===== config.mk =====
export PLATFORM = sky130hd
export DESIGN_NAME = fpu_result_queue
export DESIGN_NICKNAME = d
export VERILOG_FILES = /design/src/rtl/fpu_result_queue.sv
export SDC_FILE = /design/constraint.sdc
export NUM_CORES = 1
export LEC_CHECK = 0
export CORE_MARGIN = 3
export CORE_UTILIZATION = 49
export CTS_CLUSTER_SIZE = 25
export DETAILED_ROUTE_END_ITERATION = 10
export PLACE_DENSITY = 0.73
export RECOVER_POWER = 50
export SKIP_LAST_GASP = 1
export SYNTH_ARGS = -nofsm -noshare
export SYNTH_HDL_FRONTEND = slang
export SYNTH_SLANG_ARGS = --single-unit

===== constraint.sdc =====
create_clock -name clk -period 2.2 [get_ports clk]
set_input_delay 0.33 -clock clk [delete_from_list [all_inputs] [get_ports clk]]
set_output_delay 0.33 -clock clk [all_outputs]
set_load 0.01 [all_outputs]

===== src/rtl/fpu_result_queue.sv =====
// First-word-fall-through result queue for FPU writeback with sticky exception flags.
// Optional registered interrupt output enabled by defining FPU_RESULT_QUEUE_IRQ_EN.
module fpu_result_queue #(
  parameter int DEPTH = 4
) (
  input  logic                     clk,
  input  logic                     rst_l,
  input  logic                     push_valid,
  input  logic [31:0]              push_data,
  input  logic [4:0]               push_exc,
  input  logic [3:0]               push_unit,
  input  logic                     pop,
  input  logic                     clr_flags,
  output logic [31:0]              head_data,
  output logic [4:0]               head_exc,
  output logic [3:0]               head_unit,
  output logic                     empty,
  output logic                     full,
  output logic [$clog2(DEPTH):0]   count,
  output logic [4:0]               fflags,
  output logic                     overflow,
  output logic                     underflow,
  output logic                     irq
);

  localparam int PW = $clog2(DEPTH);
  localparam int CW = PW + 1;
  localparam int EW = 41;

  logic [PW-1:0] wr_ptr;
  logic [PW-1:0] rd_ptr;
  logic [EW-1:0] mem [DEPTH];

  logic          do_push;
  logic          do_pop;
  logic          ovf_evt;
  logic          udf_evt;
  logic [4:0]    acc_exc;

  assign empty = (count == '0);
  assign full  = (count == CW'(DEPTH));

  // A pop frees a slot on the same edge, so a push into a full queue still lands.
  assign do_pop  = pop && !empty;
  assign do_push = push_valid && (!full || do_pop);
  assign ovf_evt = push_valid && !do_push;
  assign udf_evt = pop && empty;
  assign acc_exc = do_push ? push_exc : 5'b0;

  assign {head_unit, head_exc, head_data} = empty ? {EW{1'b0}} : mem[rd_ptr];

  // Storage array is not reset; the pointers alone define valid contents.
  always_ff @(posedge clk) begin
    if (do_push) begin
      mem[wr_ptr] <= {push_unit, push_exc, push_data};
    end
  end

  always_ff @(posedge clk or negedge rst_l) begin
    if (!rst_l) begin
      wr_ptr <= '0;
      rd_ptr <= '0;
      count  <= '0;
    end else begin
      if (do_push) begin
        wr_ptr <= wr_ptr + PW'(1);
      end
      if (do_pop) begin
        rd_ptr <= rd_ptr + PW'(1);
      end
      case ({do_push, do_pop})
        2'b10:   count <= count + CW'(1);
        2'b01:   count <= count - CW'(1);
        default: count <= count;
      endcase
    end
  end

  // A clear loses to an event on the same edge: the new event is what remains.
  always_ff @(posedge clk or negedge rst_l) begin
    if (!rst_l) begin
      fflags    <= '0;
      overflow  <= 1'b0;
      underflow <= 1'b0;
    end else if (clr_flags) begin
      fflags    <= acc_exc;
      overflow  <= ovf_evt;
      underflow <= udf_evt;
    end else begin
      fflags    <= fflags | acc_exc;
      overflow  <= overflow | ovf_evt;
      underflow <= underflow | udf_evt;
    end
  end

`ifdef FPU_RESULT_QUEUE_IRQ_EN
  // Interrupt follows its causes by one cycle; NV and DZ are the only flags that raise it.
  always_ff @(posedge clk or negedge rst_l) begin
    if (!rst_l) begin
      irq <= 1'b0;
    end else begin
      irq <= !empty || (fflags[4:3] != 2'b00) || overflow;
    end
  end
`else
  assign irq = 1'b0;
`endif

endmodule


Word level (Yosys, flattened, before mapping):

Memories as Yosys holds them, arrays and structs flattened.
Index checks and enable logic that the tools add are counted.

* register bits after elaboration: 14
* bits in latches: 0
* memory bits (writable): 164
* bits in read-only memories: 0
* input port bits: 46
* output and inout port bits: 54
* word-level logic and storage cells: 35
* memories kept: 1

Memory list
* mem: depth 4, bits a word 41, rd ports 1, clocked after Yosys merged registers in 0, wr ports 1, RTL line 32 `logic [EW-1:0] mem [DEPTH];`

* add/subtract/negate cells: 4
* multiply operators: 0
* divide/modulo/power cells: 0
* order comparisons: 0
* equality and inequality tests: 3
* shift operators: 0
* muxes and demuxes: 8
* bitwise gates (word level): 3
* reductions and logical operators: 10

Operators with widths (number)
* two-way mux 41 bit: 1
* two-way mux 5 bit: 2
* one-hot mux 3 bit (2 select lines): 1
* OR 5 bit: 1
* adder 2 x 1 -> 2 bit, second input constant: 2
* logical AND 1 bit: 4
* two-way mux 1 bit: 4
* adder 3 x 1 -> 3 bit, second input constant: 1
* equality test 3 bit, second input constant: 1
* logical NOT 1 bit: 3
* logical NOT 3 bit: 1
* subtractor 3 x 1 -> 3 bit, second input constant: 1
* equality test 2 x 1 -> 1 bit, second input constant: 1
* equality test 2 bit, second input constant: 1
* OR 1 bit: 2
* nonzero test 2 bit: 1
* logical OR 1 bit: 1

Longest topological paths before layout:

Gate-level depths: netlist of run 1.

* depth after elaboration: 9
* gate-level depth with buffers: 10
* mapped depth without buffers: 9

Worst setup path after synthesis of run 1:

OpenSTA, ideal clock, no wires.

* path kind: register to register
* from: register count[2]
* to: memory mem[2][0] (enable)
* setup time: 0.402 ns
* arrival: 1.924 ns
* data required time: 1.798 ns
* path slack: -0.126 ns
* cell stages (with the launch flop): 5
* buffers on the path: 1
* period minus slack after synthesis: 2.326 ns
* path through: dfrtp_1 -> or3b_1 -> o21a_1 -> buf_6 -> and2_1

* word-level cells in the longest chain between the ends: 7
* elaborated cells on any way between the ends: 9
* those cells by class: eq/ne: 1; mux: 2; reduce/logical: 6

Ends and longest elaborated chain
* start: declaration: RTL line 19 `output logic [$clog2(DEPTH):0] count,`
* start signal: assignment: RTL line 72 `2'b10: count <= count + CW'(1);`
* start signal: assignment: RTL line 73 `2'b01: count <= count - CW'(1);`
* start signal: assignment: RTL line 74 `default: count <= count;`
* logical NOT 3 bit: RTL line 40 `assign empty = (count == '0);`
* logical NOT 1 bit: RTL line 44 `assign do_pop = pop && !empty;`
* logical AND 1 bit: RTL line 44
* logical OR 1 bit (*): RTL line 45 `assign do_push = push_valid && (!full || do_pop);`
* logical AND 1 bit (*): RTL line 45
* two-way mux 1 bit (*): RTL line 54 `if (do_push) begin`
* two-way mux 1 bit (not written as such) (*): RTL line 55 `mem[wr_ptr] <= {push_unit, push_exc, push_data};`
* end: declaration: RTL line 32

Every way passes the cells marked *; elsewhere a longest branch is shown, timed or not.

Worst setup path after layout of run 1:

* from: register rd_ptr[0]
* to: output port head_data[29]

* word-level cells in the longest chain between the ends: 2

Ends and longest elaborated chain
* start: declaration: RTL line 31 `logic [PW-1:0] rd_ptr;`
* start signal: assignment: RTL line 69 `rd_ptr <= rd_ptr + PW'(1);`
* memory read (4 x 41 bit)
* two-way mux 41 bit: RTL line 50 `assign {head_unit, head_exc, head_data} = empty ? {EW{1'b0}} : mem[rd_ptr];`
* end: declaration: RTL line 14 `output logic [31:0] head_data,`

Every way passes these cells.

==> results.py, run 1 <==
metrics = {
    "cts": {
        "insertion_delay_ns": 0.41,
        "clock-sinks": 178,
        "cts-buffers-inserted": 17,
        "cts_tree": "done",
        "clk_pin_slew_worst_paths_ns": 0.06,
        "cts_root_buf": "clkbuf_16",
        "h-tree-depth": 4,
        "cts_hold_buf": 0,
        "cts_buffer_depth": 2,
    },
    "synthesis": {
        "ys.flop_type": "edfxtp_1",
        "yosysTopAreaCellShare": 0.7141,
        "yosys_warnings": 0,
        "avgSynthCellArea_um2": 21.62,
        "synth_edf_count": 164,
        "yosys-top-cells-area": "edfxtp_1 (71%), mux4_2 (13%), dfrtp_1 (5.1%)",
        "synth_area_um2": 6897,
        "synth.distinct_cells": 23,
        "synthArstFlopShare": 0.07865,
        "yosysTopAreaCell": "edfxtp_1",
        "syn-num-nets": 371,
        "synth.yosys.seq_area_share": 0.7649,
        "synth_commonest_cells": "edfxtp_1 (164), and2_1 (45), mux4_2 (41)",
        "yosysMostFrequentCell": "edfxtp_1",
        "synth-seq-cells": 178,
        "synthCells": 319,
    },
    "power": {
        "pwr-share-clk": 0.225,
        "switching_share": 0.2737,
        "seqPwrFrac": 0.361,
        "power_leakage_uw": 0.003251,
        "power.switching_uw": 3530,
        "internal_power_uw": 9367,
        "ir_drop_mv": 0.7741,
        "combPwrFrac": 0.415,
        "power.density_nw_per_um2": 1419,
    },
    "setup_path": {
        "crit_path_max_fanout": 5,
        "cp.required_ns": 1.87,
        "worstSetupStartpointType": "flop",
        "path_buf_inv": 3,
        "worstSetupPathType": "reg2out",
        "cpPeakStageDelay_ns": 0.50,
        "cp.arrival_ns": 1.94,
        "crit_path_end_kind": "output port",
        "path_delay_family": "flip-flops",
        "slowest_stage": "dfrtp_4",
        "cpMostUsedCell": "buf_12",
        "path_cells": "buf_12 -> buf_12 -> mux4_2 -> and2_4 -> buf_6",
    },
    "floorplan": {
        "initial_core_util": 0.5107,
        "die_area_um2": 15530,
        "dieHeight_um": 124.6,
        "core_area_um2": 13510,
        "io_pins": 100,
        "num_rows": 42,
        "fp.dieW_um": 124.6,
    },
    "sta": {
        "drv_slew": 0,
        "grt_setup_unrepaired": "true",
        "worstMarginPinSlew_ns": 0.6583,
        "period_minus_slack_ns": 2.268,
        "finalCritPeriodShare": 1.031,
        "hold_viol": 0,
        "relSlewSlack": 0.5597,
        "skew_ns": 0.004104,
        "fmax_ghz": 0.4410,
        "finalWorstSetupSlack_ns": -0.06751,
        "tns_ns": -0.9137,
        "setup_viol": 32,
    },
    "placement": {
        "hpwl_um": 7910,
        "place_ws_ns": -0.07762,
        "globalplace.congestion": 0.6766,
        "port_buffers": 98,
    },
    "detailed_routing": {
        "vias_per_cell": 5.326,
        "drt-pass1-iter-count": 4,
        "postRouteAntennaNets": 0,
        "wl_per_cell_um": 19.97,
        "finalWirelength_um": 12740,
        "first_iter_violations": 234,
        "vias": 3398,
        "drc": 0,
    },
    "global_routing": {
        "grt_max_degree": 43,
        "grt_pass1_wl_um": 20260,
        "first_global_vias": 3647,
        "grtUsageTotal": 0.1740,
        "grt-ovfl-total": 0,
        "antenna_found_initial": 1,
    },
    "final_layout": {
        "fillerInstances": 846,
        "drive_above_1_share": 0.3839,
        "syn_to_final_growth_pct": 31.82,
        "final_util": 0.6732,
        "nets": 500,
    },
    "run_status": {
        "outcome": "finished with violations",
        "failed_checks": "negative setup slack",
    },
    "min_path": {
        "hold_path.class": "in2async",
    },
    "job": {
        "drv_cap": 0,
    },
}
-- metrics by stage --
| stage | power (uW) | hold WS (ns) | instance area [um2] | instances |
|---|---|---|---|---|
| finish | 12900 | 0.3871 | 9091 | 638 |
| global route | 13540 | 0.4123 | 9091 | 638 |
| CTS | 13020 | 0.3106 | 9081 | 637 |
| detailed placement | 9595 | 0.4843 | 8348 | 598 |
| global placement | 9496 | 0.4814 | 8348 | 598 |
| floorplan | 7227 | 0.03441 | 6919 | 319 |
-- layout by cell type, fill, tap and decap left out, drive strengths merged --
cell	Yosys	final
edfxtp	164	164
buf	11	68
and2	45	45
dlygate4sd3	0	42
mux4	41	41
clkbuf	6	19
dfrtp	14	14
clkdlybuf4s50	0	13
inv	10	10
clkinv	0	10
a22o	6	6
ha	5	5
xnor2	3	3
xor2	3	3
bufinv	0	3
nor2	2	2
clkinvlp	0	2
dlygate4sd2	0	2
diode	0	1
or3b	1	1
or3	1	1
o21a	1	1
a32o	1	1
mux2i	1	1
mux2	1	1
nand3	1	1
fa	1	1
conb	1	1
-- path summary, 6_finish.rpt --
| kind | start | end | slack (ns) | cells past startpoint |
|---|---|---|---|---|
| min in group clk | overflow$_DFF_PN0_ | overflow$_DFF_PN0_ | 0.50 | 1 |
| max in group asynchronous | rst_l | rd_ptr[0]$_DFFE_PN0P_ | 1.33 | 1 |
| max | rd_ptr[0]$_DFFE_PN0P_ | head_data[29] | -0.07 | 5 |
| min | rst_l | fflags[1]$_DFF_PN0_ | 0.39 | 1 |
| min reg2reg | overflow$_DFF_PN0_ | overflow$_DFF_PN0_ | 0.50 | 1 |
| max reg2reg | count[1]$_DFFE_PN0P_ | mem[0][22]$_DFFE_PP_ | 0.01 | 6 |
-- sequential cells by signal, indices dropped and copies added (netlist names) --
signal,count
mem,164
fflags,5
count,3
rd_ptr,2
wr_ptr,2
overflow,1
underflow,1
-- power by group through the flow --
stage               clock, uW  combinational (uW)  sequential, uW
global route             3110                5730            4700
CTS                      2950                5420            4660
detailed placement          0                4850            4750
floorplan                   0                2550            4670
finish                   2900                5350            4650
global placement            0                4800            4700
-- kinds of logic after synthesis --
logic type / Yosys count / share of synthesized area
simple gates: 50 / 0.04481
compound gates: 8 / 0.01016
fa+ha+maj: 6 / 0.01197
buf+inv: 27 / 0.02250
other cells: 1 / 0.0005437
flops: 178 / 0.7649
xor+xnor: 6 / 0.007621
mux: 43 / 0.1375
-- metal layers --
layer / global-route usage / up-vias / part of all wire
li1: - / 1526 / -
met1: 0.2268 / 1763 / 0.41
met2: 0.2805 / 96 / 0.52
met3: 0.04760 / 13 / 0.053
met4: 0.06963 / 0 / 0.014
met5: 0 / - / 0
-- area by class of cell --
| cell class | count | area, um2 | share of cell area |
|---|---|---|---|
| well taps | 176 | 220.2 | 0.02422 |
| inverters | 10 | 40.04 | 0.004404 |
| clock inverters | 15 | 147.6 | 0.01624 |
| multi-input cells | 114 | 1569 | 0.1726 |
| repair buffers | 127 | 1406 | 0.1547 |
| flip-flops and latches | 178 | 5280 | 0.5808 |
| clock buffers | 17 | 425.4 | 0.04679 |
| diodes | 1 | 2.502 | 0.0002753 |
-- repair_timing --
item / 4_1_cts / 5_1_grt
setup endpoints to repair: 43 / 41
setup buffers: 4 / 2
pin swaps: 17 / 3
cloned: 3 / 0
resized for setup: 222 / 14
Power figures use the tool's default switching activity.
==> run 2: changes to the inputs <==
--- a/config.mk
+++ b/config.mk
@@ -11,6 +11,7 @@
 export DETAILED_ROUTE_END_ITERATION = 10
 export PLACE_DENSITY = 0.73
 export RECOVER_POWER = 50
+export SETUP_SLACK_MARGIN = 0.5
 export SKIP_LAST_GASP = 1
 export SYNTH_ARGS = -nofsm -noshare
 export SYNTH_HDL_FRONTEND = slang
==> run 2 against run 1 <==
  * The flow still finishes with violations (negative setup slack)
  * Cell area up 5.1%
  * Combinational power up 5.4%
  * Maximum frequency down 12%
  * Count of clock-buffer cells in the layout up 5
  * Clock skew up 0.0034 ns
  * Via count up 5.0%
  * Critical path depth down 1
  * Die area unchanged
  * Sequential cell count unchanged
  * Non-clock buffer count up 34
  * Utilization up 3.4 points
  * Worst hold slack better by 0.014 ns
  * Largest power group unchanged
==> results.py, run 2 (synthesized netlist as in run 1, its figures left out) <==
metrics = {
    "final_layout": {
        "top_register": "mem",
        "largest_registers": "mem x164, fflags x5, count x3",
        "nets": 534,
        "final_common_cell": "edfxtp_1",
        "syn_to_final_growth_pct": 38.52,
        "fin_area_um2": 9553,
        "largest_reg_flops": 164,
        "drive_above_1_share": 0.2961,
        "final_cell_mix": "edfxtp_1 (164), clkdlybuf4s50_1 (48), dlygate4sd3_1 (42), mux4_2 (41), and2_1 (41)",
    },
    "global_routing": {
        "grt_pass1_wl_um": 22230,
        "antenna_found_initial": 1,
        "grtUsageTotal": 0.1908,
        "grt_max_degree": 25,
        "first_global_vias": 3847,
        "grt-ovfl-total": 0,
    },
    "setup_path": {
        "rrSetupSlack_ns": 0.03,
        "critPathLaunch": "rd_ptr[0]$_DFFE_PN0P_",
        "worstSetupPathType": "reg2out",
        "crit_path_end": "head_exc[1]",
        "cp.required_ns": 1.87,
        "crit_path_end_kind": "output port",
        "worstSetupStartpointType": "flop",
        "r2r-end": "count[2]$_DFFE_PN0P_",
        "cp.arrival_ns": 2.25,
        "crit_path_max_fanout": 7,
        "reg2reg_from": "count[0]$_DFFE_PN0P_",
        "reg2reg_depth": 10,
    },
    "power": {
        "ir_drop_mv": 0.7510,
        "power_leakage_uw": 0.003359,
        "seqPwrFrac": 0.361,
        "combPwrFrac": 0.435,
        "power_uw": 12960,
        "pwr-share-clk": 0.204,
        "internal_power_uw": 9364,
        "power.density_nw_per_um2": 1356,
        "switching_share": 0.2773,
        "power.switching_uw": 3593,
    },
    "floorplan": {
        "initial_core_util": 0.5107,
        "core_area_um2": 13510,
        "dieHeight_um": 124.6,
        "fp.dieW_um": 124.6,
        "io_pins": 100,
        "num_rows": 42,
        "die_area_um2": 15530,
    },
    "cts": {
        "cts_root_buf": "clkbuf_16",
        "cts_hold_buf": 0,
        "clk_pin_slew_worst_paths_ns": 0.06,
        "cts_buffer_depth": 2,
        "cts-buffers-inserted": 17,
        "h-tree-depth": 4,
        "clock-sinks": 178,
        "cts_tree": "done",
        "insertion_delay_ns": 0.41,
    },
    "detailed_routing": {
        "drt-pass1-iter-count": 6,
        "postRouteAntennaNets": 0,
        "first_iter_violations": 298,
        "finalWirelength_um": 14110,
        "wl_per_cell_um": 21.06,
        "vias": 3567,
        "drc": 0,
        "vias_per_cell": 5.324,
    },
    "sta": {
        "drv_slew": 0,
        "relSlewSlack": 0.5338,
        "worstMarginPinSlew_ns": 0.6971,
        "skew_ns": 0.007507,
        "hold_viol": 0,
        "grt_setup_unrepaired": "true",
        "finalCritPeriodShare": 1.174,
        "tns_ns": -13.81,
        "finalWorstSetupSlack_ns": -0.3828,
        "setup_viol": 40,
        "fmax_ghz": 0.3872,
        "period_minus_slack_ns": 2.583,
    },
    "min_path": {
        "hold_path.class": "in2async",
    },
    "placement": {
        "hpwl_um": 8053,
        "place_ws_ns": -0.03941,
        "port_buffers": 98,
        "globalplace.congestion": 0.7262,
        "detailed_place.area_um2": 8371,
    },
    "job": {
        "drv_cap": 0,
    },
    "run_status": {
        "outcome": "finished with violations",
        "failed_checks": "negative setup slack",
    },
}
-- run 2: worst min-delay path by stage --
| stage | startpoint | end | slack, ns | depth (start not counted) |
|---|---|---|---|---|
| global placement | overflow$_DFF_PN0_ | overflow$_DFF_PN0_ | 0.48 | 1 |
| finish | rst_l | fflags[3]$_DFF_PN0_ | 0.40 | 1 |
| floorplan | rst_l | count[0]$_DFFE_PN0P_ | 0.03 | 0 |
| detailed placement | fflags[3]$_DFF_PN0_ | fflags[3]$_DFF_PN0_ | 0.49 | 1 |
| CTS | rst_l | fflags[3]$_DFF_PN0_ | 0.33 | 1 |
| global route | rst_l | fflags[3]$_DFF_PN0_ | 0.41 | 1 |
-- run 2: worst max-delay path, stage by stage (launching register included) --
cell             delay [ns]
dfrtp_4                0.46
buf_4                  0.21
mux4_2                 0.53
and2_1                 0.17
clkdlybuf4s50_1        0.47
-- run 2: per-stage QoR --
step	hold slack, ns	utilization	instances
after global placement	0.4808	0.6198	601
after floorplan	0.03441	-	319
after global routing	0.4119	0.7072	669
after CTS	0.3263	0.7021	665
final	0.4013	0.7073	670
after detailed placement	0.4948	0.6198	601
-- run 2: layout make-up --
class	count	area [um2]
clock buffers	22	444.2
inverters	10	43.79
multi-input cells	114	1509
repair buffers	161	1988
fillers	834	3953
flip-flops and latches	178	5280
diodes	1	2.502
clock inverters	8	65.06
well taps	176	220.2
-- run 2: power by group through the flow --
stage          Clock, uW  Combinational, uW  Sequential [uW]
2_1_floorplan          0               2550             4670
3_3_place_gp           0               4790             4700
3_5_place_dp           0               4840             4740
4_1_cts             2670               5640             4670
5_1_grt             2840               6020             4730
6_report            2640               5640             4680
-- run 2: metal layers --
metal | up-vias | wire length, um | track usage
li1 | 1596 | - | -
met1 | 1852 | 5793 | 0.2453
met2 | 105 | 7484 | 0.3238
met3 | 14 | 681 | 0.04460
met4 | 0 | 153 | 0.06190
met5 | - | 0 | 0
-- run 2: what timing repair did --
item / CTS / global route
pin swaps: 8 / 2
setup endpoints to repair: 212 / 220
endpoints found under the hold margin: 0 / 0
buffers inserted: 24 / 4
gates cloned: 10 / 0
resized for setup: 43 / 18
